==> src/rtl/sobel_edge_detect.sv <==
// Pipelined Sobel edge detector: 3x3 window in, |Gx|+|Gy| magnitude and thresholded edge bit out.
// Three register stages after window qualification, with raster tracking and border suppression.
module sobel_edge_detect #(
  parameter int IMG_WIDTH  = 800,
  parameter int IMG_HEIGHT = 480
) (
  input  logic       sys_clk,
  input  logic       sys_rst_n,
  input  logic       martrix_wr_en,
  input  logic       sobel_en,
  input  logic [7:0] matrix_p11,
  input  logic [7:0] matrix_p12,
  input  logic [7:0] matrix_p13,
  input  logic [7:0] matrix_p21,
  input  logic [7:0] matrix_p22,
  input  logic [7:0] matrix_p23,
  input  logic [7:0] matrix_p31,
  input  logic [7:0] matrix_p32,
  input  logic [7:0] matrix_p33,
  input  logic [7:0] threshold,
  output logic       edge_valid,
  output logic       edge_bit,
  output logic [7:0] edge_data,
  output logic [7:0] mag_sat,
  output logic       frame_done
);

  localparam int CW = (IMG_WIDTH  > 1) ? $clog2(IMG_WIDTH)  : 1;
  localparam int RW = (IMG_HEIGHT > 1) ? $clog2(IMG_HEIGHT) : 1;
  localparam logic [CW-1:0] COL_LAST = CW'(IMG_WIDTH - 1);
  localparam logic [RW-1:0] ROW_LAST = RW'(IMG_HEIGHT - 1);

  typedef enum logic {IDLE, RUN} state_t;

  state_t        state, state_next;
  logic          win_valid;
  logic [CW-1:0] col;
  logic [RW-1:0] row;
  logic [7:0]    thr_q;
  logic          accept, at_origin;
  logic [7:0]    thr_eff;

  logic          v1, border1, last1;
  logic [9:0]    gx_p, gx_n, gy_p, gy_n;
  logic [7:0]    thr1;
  logic          v2, border2, last2;
  logic [9:0]    ax, ay;
  logic [7:0]    thr2;
  logic [10:0]   mag;
  logic          is_edge;

  function automatic logic [9:0] wsum(input logic [7:0] a, input logic [7:0] b, input logic [7:0] c);
    return {2'b00, a} + {1'b0, b, 1'b0} + {2'b00, c};
  endfunction

  function automatic logic [9:0] absdiff(input logic [9:0] a, input logic [9:0] b);
    return (a >= b) ? (a - b) : (b - a);
  endfunction

  always_ff @(posedge sys_clk) begin
    if (!sys_rst_n) begin
      state     <= IDLE;
      win_valid <= 1'b0;
    end else begin
      state     <= state_next;
      win_valid <= martrix_wr_en;
    end
  end

  always_comb begin
    state_next = state;
    case (state)
      IDLE:    if (sobel_en)  state_next = RUN;
      RUN:     if (!sobel_en) state_next = IDLE;
      default: state_next = IDLE;
    endcase
  end

  assign accept    = win_valid && sobel_en && (state == RUN);
  assign at_origin = (col == '0) && (row == '0);
  // The frame-start window already uses the freshly sampled threshold
  assign thr_eff   = at_origin ? threshold : thr_q;

  always_ff @(posedge sys_clk) begin
    if (!sys_rst_n) begin
      col   <= '0;
      row   <= '0;
      thr_q <= 8'd40;
    end else if ((state == RUN) && !sobel_en) begin
      col <= '0;
      row <= '0;
    end else if (accept) begin
      if (at_origin) thr_q <= threshold;
      if (col == COL_LAST) begin
        col <= '0;
        row <= (row == ROW_LAST) ? '0 : row + 1'b1;
      end else begin
        col <= col + 1'b1;
      end
    end
  end

  always_ff @(posedge sys_clk) begin
    if (!sys_rst_n) begin
      v1 <= 1'b0; border1 <= 1'b0; last1 <= 1'b0; thr1 <= '0;
      gx_p <= '0; gx_n <= '0; gy_p <= '0; gy_n <= '0;
      v2 <= 1'b0; border2 <= 1'b0; last2 <= 1'b0; thr2 <= '0;
      ax <= '0; ay <= '0;
    end else begin
      v1      <= accept;
      border1 <= (col < CW'(2));
      last1   <= (col == COL_LAST) && (row == ROW_LAST);
      thr1    <= thr_eff;
      gx_p    <= wsum(matrix_p13, matrix_p23, matrix_p33);
      gx_n    <= wsum(matrix_p11, matrix_p21, matrix_p31);
      gy_p    <= wsum(matrix_p31, matrix_p32, matrix_p33);
      gy_n    <= wsum(matrix_p11, matrix_p12, matrix_p13);
      v2      <= v1;
      border2 <= border1;
      last2   <= last1;
      thr2    <= thr1;
      ax      <= absdiff(gx_p, gx_n);
      ay      <= absdiff(gy_p, gy_n);
    end
  end

  assign mag     = {1'b0, ax} + {1'b0, ay};
  assign is_edge = mag > {3'b000, thr2};

  always_ff @(posedge sys_clk) begin
    if (!sys_rst_n) begin
      edge_valid <= 1'b0;
      edge_bit   <= 1'b0;
      edge_data  <= '0;
      mag_sat    <= '0;
      frame_done <= 1'b0;
    end else begin
      edge_valid <= v2;
      frame_done <= v2 && last2;
      if (v2 && !border2) begin
        edge_bit  <= is_edge;
        edge_data <= {8{is_edge}};
        mag_sat   <= (mag > 11'd255) ? 8'hFF : mag[7:0];
      end else begin
        edge_bit  <= 1'b0;
        edge_data <= '0;
        mag_sat   <= '0;
      end
    end
  end

endmodule

==> config.mk <==
export PLATFORM = sky130hd
export DESIGN_NAME = sobel_edge_detect
export DESIGN_NICKNAME = d
export VERILOG_FILES = /design/src/rtl/sobel_edge_detect.sv
export SDC_FILE = /design/constraint.sdc
export NUM_CORES = 1
export LEC_CHECK = 0
export CAP_MARGIN = 20
export CORE_MARGIN = 2
export CORE_UTILIZATION = 51
export DETAILED_ROUTE_END_ITERATION = 6
export PLACE_DENSITY = 0.77
export SETUP_SLACK_MARGIN = 0.02
export SYNTH_ARGS = -nofsm -noshare
export SYNTH_HDL_FRONTEND = slang
export SYNTH_SLANG_ARGS = --single-unit
export TNS_END_PERCENT = 30
==> constraint.sdc <==
create_clock -name sys_clk -period 2.45 [get_ports sys_clk]
set_input_delay 0.3675 -clock sys_clk [delete_from_list [all_inputs] [get_ports sys_clk]]
set_output_delay 0.3675 -clock sys_clk [all_outputs]
set_load 0.05 [all_outputs]
==> impl_metrics.py <==
metrics = {
    "logic_synthesis": {
        "synth_largest_area_cell": "dfxtp_1",
        "synth_top_area_share_pct": 30.81,
        "synth_top_family_by_area": "adder cells",
        "ys.warnings.count": 0,
        "synth_simple_gate_area_share_pct": 18.34,
        "muxShareOfSynthArea_pct": 3.536,
        "synth_most_common_cell": "dfxtp_1",
        "ys_seq_area_share_pct": 30.81,
        "ys_ff_latch": 122,
        "synthFlopType": "dfxtp_1",
        "synthCells": 884,
        "postSynthNetCount": 1101,
        "synthArstFlopShare_pct": 0,
        "synth_area_sq_mm": 0.007926,
        "netlist_top_cells_count": "122 x dfxtp_1, 96 x ha_1, 85 x inv_1",
        "yosysUniqueCellTypes": 56,
        "synthAdderAreaFrac_pct": 24.50,
        "synth_edf_count": 0,
        "synth_compound_area_share_pct": 13.01,
        "avgSynthCellArea_sq_um": 8.966,
        "synth_xor_area_share_pct": 3.536,
        "synth_area_leaders": "dfxtp_1 31%, ha_1 15%, fa_1 9.3%, inv_1 4.0%, nor2_1 4.0%",
    },
    "die": {
        "initial_core_util_pct": 52.14,
        "fp.dieH_microns": 128.7,
        "fp.dieW_microns": 128.7,
        "io_pins": 103,
        "core_region_area_sq_mm": 0.01520,
        "die_area_sq_mm": 0.01655,
        "num_rows": 45,
    },
    "finish": {
        "layout-drive-gt1-share_pct": 18.41,
        "nFillCells": 1135,
        "diodes": 0,
        "syn_to_final_growth_pct": 31.74,
        "fin_nets": 1247,
        "fin_util_pct": 68.69,
    },
    "drt": {
        "wl_per_cell_microns": 15.30,
        "drc": 0,
        "vias": 6624,
        "dr.pass1.iters": 5,
        "drt_wl_total_microns": 18840,
        "vias_per_cell": 5.381,
        "ant_nets": 0,
        "drt-initial-drc-count": 335,
    },
    "cts": {
        "clock_latency_ns": 0.43,
        "clkSlewWorstSetupHoldPaths_ns": 0.06,
        "ctsHoldBuffers": 0,
        "numCtsBuffers": 17,
        "clockBufferDepth": 2,
        "htreeDepth": 4,
        "cts_sinks": 122,
        "cts-root-buf": "clkbuf_16",
        "cts_tree": "built",
    },
    "timing": {
        "hold_viol_final": 0,
        "skew_ns": 0.008598,
        "fmax_mhz": 403.1,
        "relSlewSlack_pct": 59.90,
        "timing.hold.ws_ns": 0.2353,
        "tightest_slew_ns": 0.5932,
        "setup_viol": 1,
        "layout_setup_ws_ns": -0.03047,
        "drv_slew": 0,
        "rsz0062_at_grt": "true",
        "fin_crit_sh_pct": 101.2,
        "fin_crit_ns": 2.480,
    },
    "hold_path": {
        "min_from": "sys_rst_n",
        "min_path_type": "in2reg",
        "min_path_cells": 2,
        "hold_end": "thr_q[3]",
    },
    "worst_setup_path": {
        "worst_r2r_endpoint": "edge_data[0]",
        "criticalPathCategory": "reg2reg",
        "max_stage_delay_ns": 0.39,
        "critPathLaunchType": "flop",
        "cp_cell_sequence": "ha_4, inv_2, fa_2, nor2b_2, o21ai_2, a21boi_2, o31ai_2, o21ai_2, inv_2, ha_4, o21ai_2, nand2b_1, a21oi_1, a211o_1, a21oi_2",
        "reg2reg_from": "ay[0]",
        "worst_path_most_repeated_cell": "o21ai_2",
        "worstPathMaxFanout": 3,
        "r2r_cells": 15,
        "timing.critical_path.slowest_stage_cell": "fa_2",
        "crit_path_end_kind": "flop",
        "reg2reg_slack_ns": -0.03,
        "required_ns": 2.81,
        "arrival_ns": 2.84,
    },
    "global_route": {
        "antenna_found_initial": 0,
        "grt_overflow": 0,
        "grt_max_degree": 31,
        "grt_pass1_vias": 6533,
        "grt_usage_pct": 22.46,
        "grt_pass1_wl_microns": 29410,
    },
    "place": {
        "dp_slack_ns": -0.7039,
        "hpwl_microns": 13730,
        "routabilityCongestion": 0.8699,
        "portBuffers": 94,
    },
    "pwr": {
        "power_density_mw_per_mm2": 934.7,
        "leakage_nw": 4.567,
        "finalPower_mw": 9.760,
        "peakVddDrop_mv": 0.6742,
    },
    "job": {
        "maxCapViolCount": 0,
    },
    "outcome": {
        "status": "finished, violations left",
        "violations": "setup timing",
    },
}
## critical path: cells and delay by family (launching register included)
kind | cells | cell delay [ns]
buffers and inverters | 2 | 0.11
DFF | 1 | 0.34
adders and majority gates | 3 | 0.79
and+or+nand+nor | 2 | 0.19
AOI/OAI and AO/OA | 8 | 0.98
## layer usage
layer | up-vias | track usage (%) | routed length (microns)
met4 | 0 | 9.591 | 478
li1 | 3283 | - | -
met3 | 53 | 4.906 | 871
met5 | - | 0 | 0
met2 | 194 | 37.72 | 9102
met1 | 3094 | 27.94 | 8387
## layout by cell type (no fill, tap or decap), drive strengths merged, types with 5 or more instances in the layout
| master | n |
|---|---|
| a2111oi | 7 |
| a211oi | 6 |
| a21boi | 6 |
| a21o | 10 |
| a21oi | 48 |
| a31oi | 7 |
| and2 | 22 |
| and3 | 9 |
| buf | 68 |
| clkbuf | 18 |
| clkdlybuf4s50 | 80 |
| clkinv | 5 |
| dfxtp | 122 |
| dlygate4sd2 | 10 |
| fa | 37 |
| ha | 96 |
| inv | 91 |
| mux2i | 28 |
| nand2 | 60 |
| nand2b | 17 |
| nand3 | 16 |
| nand4 | 9 |
| nor2 | 85 |
| nor2b | 19 |
| nor3 | 30 |
| nor4 | 5 |
| o21a | 18 |
| o21ai | 32 |
| or3 | 6 |
| xnor2 | 16 |
| xor2 | 16 |
## power by group
group	switching, mW	total, mW	internal [mW]	leakage, nW
sequential	0.155	2.42	2.27	1.01
clock	0.986	2.43	1.44	0.276
combinational	2.49	4.91	2.42	3.29
total	3.63	9.76	6.13	4.57
## flip-flops by register name (all words and copies together), names as in the netlist, 8 cells and up
signal,cells
thr1,8
thr_q,8
thr2,8
gx_n,10
ay,10
gy_p,10
mag_sat,8
ax,10
col,10
row,9
gx_p,10
gy_n,10
## stage by stage
stage / area (sq um) / setup TNS (ns) / cells
after floorplan: 7930 / -0.002172 / 884
after global placement: 9383 / -10.69 / 1191
after detailed placement: 9383 / -11.94 / 1191
after CTS: 10070 / -0.07104 / 1227
after global routing: 10440 / -0.3955 / 1231
final: 10440 / -0.03047 / 1231
## how the worst max path moves through the flow
stage / start / endpoint / slack [ns]
floorplan: ax[1] / edge_data[0] / -0.002
global placement: matrix_p11[1] / gy_n[7] / -0.64
detailed placement: matrix_p11[1] / gy_n[7] / -0.70
CTS: ax[0] / edge_data[0] / -0.05
global route: ay[1] / edge_data[0] / -0.14
finish: ay[0] / edge_data[0] / -0.03
## cell families after synthesis
family,after synthesis
AND/OR/NAND/NOR,292
AO/OA/AOI/OAI,157
adder cells (fa/ha/maj),133
flip-flops,122
buffers and inverters,120
XOR/XNOR,32
multiplexers,28
## timing repair
| action | CTS | global route |
|---|---|---|
| pin swaps | 26 | 40 |
| setup endpoints to repair | 21 | 29 |
| buffers inserted | 4 | 4 |
| gates resized for setup | 52 | 78 |
| cloned | 0 | 1 |
## final cells by class
class / count / area, sq um / share of cell area [%]
multi-input cells: 642 / 5406 / 51.77
flip-flops and latches: 122 / 2452 / 23.48
repair buffers: 161 / 1448 / 13.86
clock buffers: 18 / 439.2 / 4.206
inverters: 86 / 322.8 / 3.091
well taps: 188 / 235.2 / 2.253
clock inverters: 14 / 138.9 / 1.330
No activity file was read; power rests on OpenSTA's default activity.
